File: config.mk
export PLATFORM = sky130hd
export DESIGN_NAME = fir_tap_buffer_ctrl
export DESIGN_NICKNAME = d
export VERILOG_FILES = /design/src/rtl/fir_tap_buffer_ctrl.sv
export SDC_FILE = /design/constraint.sdc
export NUM_CORES = 1
export LEC_CHECK = 0
export BUFFER_PORTS_ARGS = -buffer_cell sky130_fd_sc_hd__buf_2
export CELL_PAD_IN_SITES_DETAIL_PLACEMENT = 1
export CELL_PAD_IN_SITES_GLOBAL_PLACEMENT = 2
export CORE_ASPECT_RATIO = 2
export CORE_MARGIN = 2
export CORE_UTILIZATION = 26
export CTS_CLUSTER_DIAMETER = 60
export DETAILED_ROUTE_END_ITERATION = 6
export HOLD_SLACK_MARGIN = 0.06
export PLACE_DENSITY_LB_ADDON = 0.1
export SYNTH_ARGS = -nofsm -noshare
export SYNTH_HDL_FRONTEND = slang
export SYNTH_SLANG_ARGS = --single-unit
export TNS_END_PERCENT = 10
File: constraint.sdc
create_clock -name axis_clk -period 2.4 [get_ports axis_clk]
set_input_delay 0.36 -clock axis_clk [delete_from_list [all_inputs] [get_ports axis_clk]]
set_output_delay 0.36 -clock axis_clk [all_outputs]
set_load 0.05 [all_outputs]
File: src/rtl/fir_tap_buffer_ctrl.sv
// Circular sample-history controller for the FIR datapath: writes each accepted sample
// into a TAPS-entry block RAM, then streams the last TAPS samples newest-to-oldest.
module fir_tap_buffer_ctrl #(
   parameter int ADDR_WIDTH = 12,
   parameter int BIT_WIDTH  = 32,
   parameter int TAPS       = 11
) (
   input  logic                  axis_clk,
   input  logic                  axis_rst_n,
   input  logic                  clear,
   input  logic                  ss_tvalid,
   output logic                  ss_tready,
   input  logic [BIT_WIDTH-1:0]  ss_tdata,
   input  logic                  ss_tlast,
   output logic                  sm_tvalid,
   input  logic                  sm_tready,
   output logic [BIT_WIDTH-1:0]  sm_tdata,
   output logic                  sm_tlast,
   output logic                  sm_teos,
   output logic                  busy,
   output logic                  bram_we,
   output logic                  bram_re,
   output logic [ADDR_WIDTH-1:0] bram_waddr,
   output logic [ADDR_WIDTH-1:0] bram_raddr,
   output logic [BIT_WIDTH-1:0]  bram_wdi,
   input  logic [BIT_WIDTH-1:0]  bram_rdo
);

   typedef enum logic [1:0] {INIT, IDLE, BURST} state_e;

   localparam logic [ADDR_WIDTH-1:0] LAST_A = ADDR_WIDTH'(TAPS - 1);
   localparam logic [ADDR_WIDTH-1:0] TAPS_A = ADDR_WIDTH'(TAPS);
   localparam logic [ADDR_WIDTH-1:0] ONE_A  = ADDR_WIDTH'(1);

   state_e                state_q, state_d;
   logic [ADDR_WIDTH-1:0] head_q, head_d;
   logic [ADDR_WIDTH-1:0] rd_ptr_q, rd_ptr_d;
   logic [ADDR_WIDTH-1:0] k_q, k_d;      // init write address in INIT, beat index in BURST
   logic                  sm_tvalid_q, sm_tvalid_d;
   logic                  sm_tlast_q, sm_tlast_d;
   logic                  sm_teos_q, sm_teos_d;
   logic                  issue;
   logic                  handshake;

   // NOTE: sequential state uses non-blocking assignments so every register samples
   // the pre-edge values computed by the combinational block.
   always_ff @(posedge axis_clk or negedge axis_rst_n) begin
      if (!axis_rst_n) begin
         state_q     <= INIT;
         head_q      <= '0;
         rd_ptr_q    <= '0;
         k_q         <= '0;
         sm_tvalid_q <= 1'b0;
         sm_tlast_q  <= 1'b0;
         sm_teos_q   <= 1'b0;
      end else begin
         state_q     <= state_d;
         head_q      <= head_d;
         rd_ptr_q    <= rd_ptr_d;
         k_q         <= k_d;
         sm_tvalid_q <= sm_tvalid_d;
         sm_tlast_q  <= sm_tlast_d;
         sm_teos_q   <= sm_teos_d;
      end
   end

   always_comb begin
      // NOTE: every variable gets a default first so no path leaves one unassigned,
      // which would otherwise infer a latch.
      state_d     = state_q;
      head_d      = head_q;
      rd_ptr_d    = rd_ptr_q;
      k_d         = k_q;
      sm_tvalid_d = sm_tvalid_q;
      sm_tlast_d  = sm_tlast_q;
      sm_teos_d   = sm_teos_q;
      ss_tready   = 1'b0;
      bram_we     = 1'b0;
      bram_waddr  = '0;
      bram_wdi    = '0;
      bram_re     = 1'b0;
      bram_raddr  = '0;
      issue       = 1'b0;
      handshake   = 1'b0;

      unique case (state_q)
         INIT: begin
            // NOTE: the zero-fill write is qualified by reset so the RAM sees no
            // write strobe while reset is held; reset itself never clears the RAM.
            bram_we    = axis_rst_n;
            bram_waddr = k_q;
            if (k_q == LAST_A) begin
               state_d = IDLE;
               k_d     = '0;
            end else begin
               k_d = k_q + ONE_A;
            end
         end

         IDLE: begin
            ss_tready = !clear;
            if (clear) begin
               state_d = INIT;
               head_d  = '0;
               k_d     = '0;
            end else if (ss_tvalid) begin
               bram_we    = 1'b1;
               bram_waddr = head_q;
               bram_wdi   = ss_tdata;
               sm_teos_d  = ss_tlast;
               rd_ptr_d   = head_q;
               k_d        = '0;
               head_d     = (head_q == LAST_A) ? '0 : head_q + ONE_A;
               state_d    = BURST;
            end
         end

         BURST: begin
            // Only read when the output slot frees up, so bram_rdo holds a stalled beat.
            issue     = (k_q < TAPS_A) && (!sm_tvalid_q || sm_tready);
            handshake = sm_tvalid_q && sm_tready;
            if (issue) begin
               bram_re     = 1'b1;
               bram_raddr  = rd_ptr_q;
               rd_ptr_d    = (rd_ptr_q == '0) ? LAST_A : rd_ptr_q - ONE_A;
               k_d         = k_q + ONE_A;
               sm_tvalid_d = 1'b1;
               sm_tlast_d  = (k_q == LAST_A);
            end else if (handshake) begin
               sm_tvalid_d = 1'b0;
               sm_tlast_d  = 1'b0;
            end
            if (handshake && sm_tlast_q) begin
               state_d = IDLE;
            end
         end

         default: state_d = INIT;
      endcase
   end

   assign sm_tvalid = sm_tvalid_q;
   assign sm_tlast  = sm_tlast_q;
   assign sm_teos   = sm_teos_q;
   assign sm_tdata  = bram_rdo;
   assign busy      = (state_q != IDLE);

endmodule

; Word-level counts from Yosys, hierarchy flattened
; Cells that the tools add are included.
[classes]
bitwise = 1
order_cmp = 1
eq_ne = 11
add_sub_neg = 3
mux = 35
reduce_logical = 18
[op_table]
columns = operator, n
row1 = $mux W12, 15
row2 = $mux W32, 3
row3 = $pmux W12 S2, 2
row4 = $pmux W12 S3, 1
row5 = $add A12 B1 Y12 const B, 2
row6 = $eq A12 B4 Y1 const B, 2
row7 = $logic_not A12 Y1, 1
row8 = $lt A12 B4 Y1 const B, 1
row9 = $sub A12 B1 Y12 const B, 1
row10 = $ne A2 B2 Y1 const B, 5
row11 = $reduce_and A3 Y1, 3
row12 = $mux W1, 8
row13 = $mux W2, 4
row14 = $pmux W2 S3, 1
row15 = $reduce_bool A2 Y1, 3
row16 = $reduce_and A2 Y1, 2
row17 = $reduce_and A4 Y1, 1
row18 = $logic_and A1 B1 Y1, 3
row19 = $ne A3 B3 Y1 const B, 1
row20 = $reduce_bool A3 Y1, 1
row21 = $eq A2 B1 Y1 const B, 1
row22 = $eq A2 B2 Y1 const B, 1
row23 = $logic_not A1 Y1, 2
row24 = $logic_not A2 Y1, 1
row25 = 4 further kinds, 4
[totals]
regBits = 41
out_inout_bits = 95

; Longest topological paths before layout
; Gate-level depths: netlist of the first run.
[logic_depth]
depth_word = 5
depth_mapped = 8
ltp_nobuf = 6

; Worst setup path after synthesis of the first run
; Ideal clock, no wire load.
[synth_timing]
path_kind = reg-to-output
startpoint = register k_q[7]
endpoint = output bram_raddr[10]
arrival_ps = 2590
stages_incl_launch_ff = 6
setup_slack_ps = -550
required_time_ps = 2040
path_cell_list = dfrtp_1 > or4_4 > nor2_1 > nor4b_2 > clkbuf_1 > and2_1
[synth_via]
elab_chain_cells = 4
[synth_lines]
columns = item, line
row1 = "start, declared", 38  ; logic [ADDR_WIDTH-1:0] k_q, k_d;
row2 = "start signal, assigned", 60  ; k_q <= k_d;
row3 = $lt A12 B4 Y1, 120  ; issue = (k_q < TAPS_A) && (!sm_tvalid_q || sm_tready);
row4 = $logic_and A1 B1 Y1, 120
row5 = $mux W12, 122  ; if (issue) begin
row6 = $mux W12, 86  ; unique case (state_q)
row7 = "end, declared", 24  ; output logic [ADDR_WIDTH-1:0] bram_raddr,
; No other way between the ends.

; Worst setup path in the final report of the first run
[layout_timing]
startpoint = register k_q[7]
endpoint = output bram_raddr[3]
; The elaborated chain is that of the path after synthesis.

==> results.py, run 1 <==
metrics = {
    "worst_setup_path": {
        "worstSetupStartpointType": "register",
        "crit_type": "register to primary output",
        "worstSetupEndpointType": "primary output",
        "cp_data_required_time_ns": 2.04,
        "crit_arrival_ns": 2.10,
        "worst-path-max-fanout": 14,
    },
    "power_and_ir_drop": {
        "power.internal_mw": 1.10,
        "power.leakage_nw": 1.99,
        "p_per_area_nw_per_um2": 328,
        "p_seq_frac": 0.485,
        "pwr-share-comb": 0.037,
        "ir_drop_mv": 0.295,
        "p_sw_mw": 0.322,
        "p_clk_frac": 0.478,
        "swShare": 0.226,
        "total_power_mw": 1.42,
    },
    "floorplanning": {
        "io_pins": 165,
        "die_area_um2": 14000,
        "die_h_um": 165,
        "initial_core_util": 0.264,
        "coreArea_um2": 12800,
        "rows": 59,
        "die_x_um": 84.7,
    },
    "final_layout": {
        "antenna_cells": 0,
        "area_delta_synth_final_pct": 28.2,
        "fillers": 1567,
        "drive_gt1_frac": 0.353,
        "multi_input_area_um2": 1980,
        "register_area_um2": 1030,
        "final-instance-count-excl-fill": 631,
        "nets": 558,
    },
    "synth": {
        "avgSynthCellArea_um2": 8.60,
        "ys_seq_elements": 41,
        "ys_async_sr_fraction": 1.00,
        "syn_area_um2": 3390,
        "synth_seq_area_share": 0.303,
        "synth_cell_types": 60,
        "synth_area_leaders": "dfrtp_1 30%, and2_1 8.1%, buf_4 7.8%",
        "yosysWarnings": 0,
        "ys.flop_type": "dfrtp_1",
        "synth_cells": 394,
        "syn_nets": 474,
        "synthTopCellsByCount": "44 x and2_1, 41 x dfrtp_1, 35 x buf_4, 28 x a22o_1, 28 x nand2_1",
        "yosysMostFrequentCell": "and2_1",
        "yosys.area.top_type": "dfrtp_1",
        "synth_top_area_frac": 0.303,
        "synth_edf_count": 0,
    },
    "timing": {
        "fmax_mhz": 407,
        "fin_crit_ns": 2.46,
        "skew_ns": 0.00596,
        "period_share": 1.02,
        "slew_violations": 0,
        "setup_viol": 13,
        "worst_pin_slew_ns": 0.634,
        "rsz0062_at_grt": "true",
        "postLayoutSetupSlackWorst_ns": -0.0591,
        "timing.slew.headroom": 0.574,
        "hold_viol": 0,
    },
    "clock_tree": {
        "cts_inserted_buffers": 5,
        "clkTransAtPathRegs_ns": 0.06,
        "htreeDepth": 2,
        "cts.sink_count": 41,
        "clk_path_buf_depth": 2,
        "cts_tree": "built",
        "root_buffer": "clkbuf_16",
        "hold_buffers": 0,
        "clkLatencyLatePin_ns": 0.29,
    },
    "detailed_routing": {
        "avgViaCountPerCell": 5.38,
        "first_pass_iters": 4,
        "ant_nets": 0,
        "drt_iter0_drc": 148,
        "routedWlPerCell_um": 18.9,
        "drc": 0,
        "routed_wirelength_um": 11900,
        "num_vias": 3392,
    },
    "global_routing": {
        "grt_max_degree": 51,
        "grt_antenna_before_repair": 0,
        "grt_overflow": 0,
        "grt_pass1_wl_um": 19300,
        "grt_pass1_vias": 3686,
        "track_usage": 0.173,
    },
    "run": {
        "maxCapViolCount": 0,
    },
    "status": {
        "status": "finished with violations",
        "violations": "negative setup slack",
    },
    "min_path": {
        "min_path_type": "input pin to asynchronous set/reset pin",
    },
    "placement": {
        "hpwl_um": 9280,
        "port_buffers": 100,
        "place.gp.congestion": 0.793,
        "placed_cells": 622,
    },
}
==> through the flow <==
step	setup slack [ns]	instance area (um2)	utilization	setup TNS [ns]	hold slack, ns
after floorplan	0.00381	3420	-	0	0.0644
after global placement	0.145	4030	0.313	0	0.489
after detailed placement	0.135	4030	0.313	0	0.500
after CTS	-0.0827	4250	0.331	-0.942	0.289
after global routing	-0.145	4350	0.338	-1.76	0.315
final	-0.0591	4350	0.338	-0.647	0.263
==> cells by family after synthesis <==
| group | share of synthesized area |
|---|---|
| adder cells (fa/ha/maj) | 0.0369 |
| multiplexers | 0.0188 |
| AO/OA/AOI/OAI | 0.243 |
| XOR/XNOR | 0.00517 |
| buffers and inverters | 0.122 |
| AND/OR/NAND/NOR | 0.271 |
| flip-flops | 0.303 |
==> cell usage in the layout, fill, tap and decap left out, types with 3 or more instances in the layout <==
cell,n
a41oi_1,4
clkbuf_16,5
a21o_1,4
buf_4,34
clkbuf_4,27
mux2i_1,3
a21oi_1,5
buf_2,61
buf_6,6
nor4_1,4
o211ai_1,16
nand4_1,5
nor3_1,8
buf_8,6
nand3_1,13
and2_4,3
inv_1,13
nor2_1,15
and2_2,8
and2_1,33
nor2b_1,7
o21ai_0,4
ha_1,10
nand2b_1,3
dfrtp_1,41
mux2_2,3
clkbuf_1,3
or4b_1,4
or2_2,3
o41ai_1,3
a31oi_1,5
a22o_1,28
or3_1,5
nand2_1,28
o21ai_1,9
and3_1,7
o31ai_1,5
==> area by class of cell <==
type	instances	share of cell area
Tap cell	152	0.0438
Multi-Input combinational cell	280	0.456
Clock buffer	8	0.0314
Sequential cell	41	0.236
Inverter	14	0.0121
Timing Repair Buffer	136	0.221
==> routing by layer <==
layer,routed length [um],GRT usage,up-vias,share of wire
met5,0,0,-,0
met1,4930,0.201,1711,0.41
met3,445,0.0338,12,0.037
met4,247,0.0527,0,0.021
li1,-,-,1578,-
met2,6320,0.316,91,0.53
==> what timing repair did <==
item,4_1_cts,5_1_grt
gates resized for setup,25,37
gates cloned,0,0
endpoints found under the setup margin,13,41
buffers inserted,1,0
==> flip-flops by register name, indices dropped and copies added (netlist names) <==
signal     flops
head_q        12
k_q           12
rd_ptr_q      12
sm_teos        1
sm_tlast       1
sm_tvalid      1
state_q        2
==> final timing paths <==
| path | startpoint | to | slack (ns) | depth (start not counted) |
|---|---|---|---|---|
| max | k_q[7]$_DFFE_PN0P_ | bram_raddr[3] | -0.06 | 6 |
| min | axis_rst_n | rd_ptr_q[7]$_DFFE_PN0P_ | 0.26 | 2 |
| max reg2reg | k_q[7]$_DFFE_PN0P_ | rd_ptr_q[2]$_DFFE_PN0P_ | 0.15 | 5 |
| min reg2reg | sm_teos$_DFFE_PN0P_ | sm_teos$_DFFE_PN0P_ | 0.52 | 1 |
| max in group asynchronous | axis_rst_n | head_q[7]$_DFFE_PN0P_ | 1.74 | 2 |
| min in group axis_clk | ss_tlast | sm_teos$_DFFE_PN0P_ | 0.30 | 2 |
==> worst max-delay path, cell delays in order (launching register included) <==
cell	delay, ns
dfrtp_1	0.38
or4_4	0.59
nor2_2	0.12
nor4b_4	0.25
buf_12	0.17
and2_2	0.16
buf_8	0.14
==> power by group through the flow <==
stage	clock, mW	sequential, mW	combinational, mW
4_1_cts	0.708	0.691	0.0551
2_1_floorplan	0	0.704	0.149
5_1_grt	0.718	0.690	0.0603
3_3_place_gp	0	0.704	0.0531
6_report	0.681	0.691	0.0529
3_5_place_dp	0	0.704	0.0552
(Power assumes the default switching activity.)
==> run 2, diff against run 1 <==
Settings changed: GPL_TIMING_DRIVEN set to 0.
==> run 2 against run 1 <==
Compared with the run above: cell area is 11% higher; final cell count grew 11%; die area stayed put; the flow still finishes with violations (negative setup slack); flip-flop and latch count unchanged.
==> results.py, run 2 (synthesis gave the netlist of run 1 again) <==
metrics = {
    "clock_tree": {
        "cts_inserted_buffers": 5,
        "htreeDepth": 2,
        "clkTransAtPathRegs_ns": 0.06,
        "cts_tree": "built",
        "clk_path_buf_depth": 2,
        "hold_buffers": 0,
        "root_buffer": "clkbuf_16",
        "cts.sink_count": 41,
        "clkLatencyLatePin_ns": 0.29,
    },
    "final_layout": {
        "fin_util": 0.375,
        "antenna_cells": 0,
        "multi_input_area_um2": 2010,
        "nets": 627,
        "layout_common_cells": "98 x buf_2, 70 x buf_4, 36 x dfrtp_1",
        "fillers": 1581,
        "mostFrequentLayoutCell": "buf_2",
        "drive_gt1_frac": 0.442,
        "register_area_um2": 1030,
        "final-instance-count-excl-fill": 700,
        "top_regs": "head_q x12, k_q x12, rd_ptr_q x12",
        "area_delta_synth_final_pct": 42.2,
    },
    "worst_setup_path": {
        "r2r_cells": 6,
        "crit_type": "register to primary output",
        "cp_data_required_time_ns": 2.04,
        "worstSetupEndpointType": "primary output",
        "worstReg2RegStart": "k_q[6]$_DFFE_PN0P_",
        "worstSetupStartpointType": "register",
        "crit_arrival_ns": 2.17,
        "reg2reg_slack_ns": 0.05,
        "timing.rr.end": "k_q[3]$_DFFE_PN0P_",
        "worst-path-max-fanout": 5,
    },
    "floorplanning": {
        "die_area_um2": 14000,
        "coreArea_um2": 12800,
        "die_x_um": 84.7,
        "io_pins": 165,
        "initial_core_util": 0.264,
        "rows": 59,
        "die_h_um": 165,
    },
    "detailed_routing": {
        "ant_nets": 0,
        "first_pass_iters": 4,
        "num_vias": 3544,
        "avgViaCountPerCell": 5.06,
        "drt_iter0_drc": 183,
        "drc": 0,
        "routedWlPerCell_um": 18.2,
        "routed_wirelength_um": 12700,
    },
    "timing": {
        "hold_viol": 0,
        "skew_ns": 0.00491,
        "fmax_mhz": 396,
        "worst_pin_slew_ns": 1.06,
        "timing.slew.headroom": 0.291,
        "postLayoutSetupSlackWorst_ns": -0.125,
        "slew_violations": 0,
        "fin_crit_ns": 2.53,
        "fin_hold_ws_ns": 0.256,
        "rsz0062_at_grt": "true",
        "period_share": 1.05,
        "setup_viol": 12,
    },
    "power_and_ir_drop": {
        "power.leakage_nw": 2.29,
        "p_clk_frac": 0.447,
        "swShare": 0.265,
        "p_sw_mw": 0.434,
        "p_per_area_nw_per_um2": 340,
        "power.internal_mw": 1.21,
        "pwr-share-comb": 0.132,
        "ir_drop_mv": 0.248,
        "p_seq_frac": 0.421,
    },
    "min_path": {
        "min_path_type": "input pin to asynchronous set/reset pin",
    },
    "global_routing": {
        "grt_overflow": 0,
        "grt_antenna_before_repair": 0,
        "grt_pass1_wl_um": 19600,
        "track_usage": 0.179,
        "grt_max_degree": 43,
        "grt_pass1_vias": 3576,
    },
    "placement": {
        "hpwl_um": 9540,
        "placed_cells": 678,
        "port_buffers": 132,
        "place.gp.congestion": 0.788,
    },
    "status": {
        "status": "finished with violations",
        "violations": "negative setup slack",
    },
    "run": {
        "maxCapViolCount": 0,
    },
}
[run 2: changes by cell type in the layout (fill, tap and decap cells not counted), sizes merged]
cell / previous run / this run
dlygate4sd2: 0 / 1
buf: 109 / 186
clkinv: 0 / 1
clkbuf: 35 / 25
[run 2: metrics by stage]
stage | TNS, ns | setup slack, ns | cell area, um2 | power, mW
after detailed placement | -11.84 | -0.668 | 4270 | 0.923
after global placement | -12.06 | -0.663 | 4270 | 0.921
final | -1.36 | -0.125 | 4820 | 1.64
after global routing | -2.02 | -0.171 | 4820 | 1.70
after CTS | -1.48 | -0.132 | 4700 | 1.67
after floorplan | 0 | 0.00381 | 3420 | 0.853
[run 2: power by group through the flow]
| stage | logic (mW) | clock network, mW | registers, mW |
|---|---|---|---|
| after floorplan | 0.149 | 0 | 0.704 |
| after global placement | 0.218 | 0 | 0.704 |
| final | 0.216 | 0.732 | 0.691 |
| after detailed placement | 0.220 | 0 | 0.704 |
| after global routing | 0.231 | 0.776 | 0.690 |
| after CTS | 0.220 | 0.758 | 0.691 |
[run 2: area by class of cell]
type,count,share of cell area
Buffer,57,0.0828
Clock inverter,1,0.00104
Inverter,14,0.0109
Multi-Input combinational cell,280,0.416
Clock buffer,7,0.0317
Timing Repair Buffer,148,0.204
Sequential cell,41,0.214
Tap cell,152,0.0395
[run 2: repair_timing]
| item | 4_1_cts | 5_1_grt |
|---|---|---|
| pin swaps | 4 | 2 |
| endpoints found under the hold margin | 0 | 0 |
| resized for setup | 64 | 65 |
| setup endpoints to repair | 72 | 84 |
| gates cloned | 1 | 0 |
| setup buffers | 13 | 2 |
[run 2: how the worst max path moves through the flow]
stage | start | to | slack, ns | cells past startpoint
global placement | state_q[1]$_DFFE_PN0P_ | bram_waddr[2] | -0.66 | 8
floorplan | state_q[1]$_DFFE_PN0P_ | bram_waddr[0] | 0.004 | 7
detailed placement | state_q[1]$_DFFE_PN0P_ | bram_waddr[2] | -0.67 | 8
finish | k_q[6]$_DFFE_PN0P_ | bram_raddr[0] | -0.13 | 7
global route | k_q[6]$_DFFE_PN0P_ | bram_raddr[11] | -0.17 | 7
CTS | k_q[9]$_DFFE_PN0P_ | bram_raddr[6] | -0.13 | 7
[run 2: layer usage]
| metal | global-route usage | wire length [um] | vias up |
|---|---|---|---|
| li1 | - | - | 1725 |
| met1 | 0.223 | 5290 | 1736 |
| met2 | 0.325 | 6900 | 73 |
| met3 | 0.0209 | 379 | 10 |
| met4 | 0.0426 | 159 | 0 |
| met5 | 0 | 0 | - |
[run 2: critical path, cell delays in order (launching register included)]
cell and delay [ns]:
dfrtp_2 0.42, or4_4 0.56, nor2_2 0.12, nor4b_4 0.20, buf_6 0.16, buf_6 0.12, and2_4 0.14, buf_8 0.14
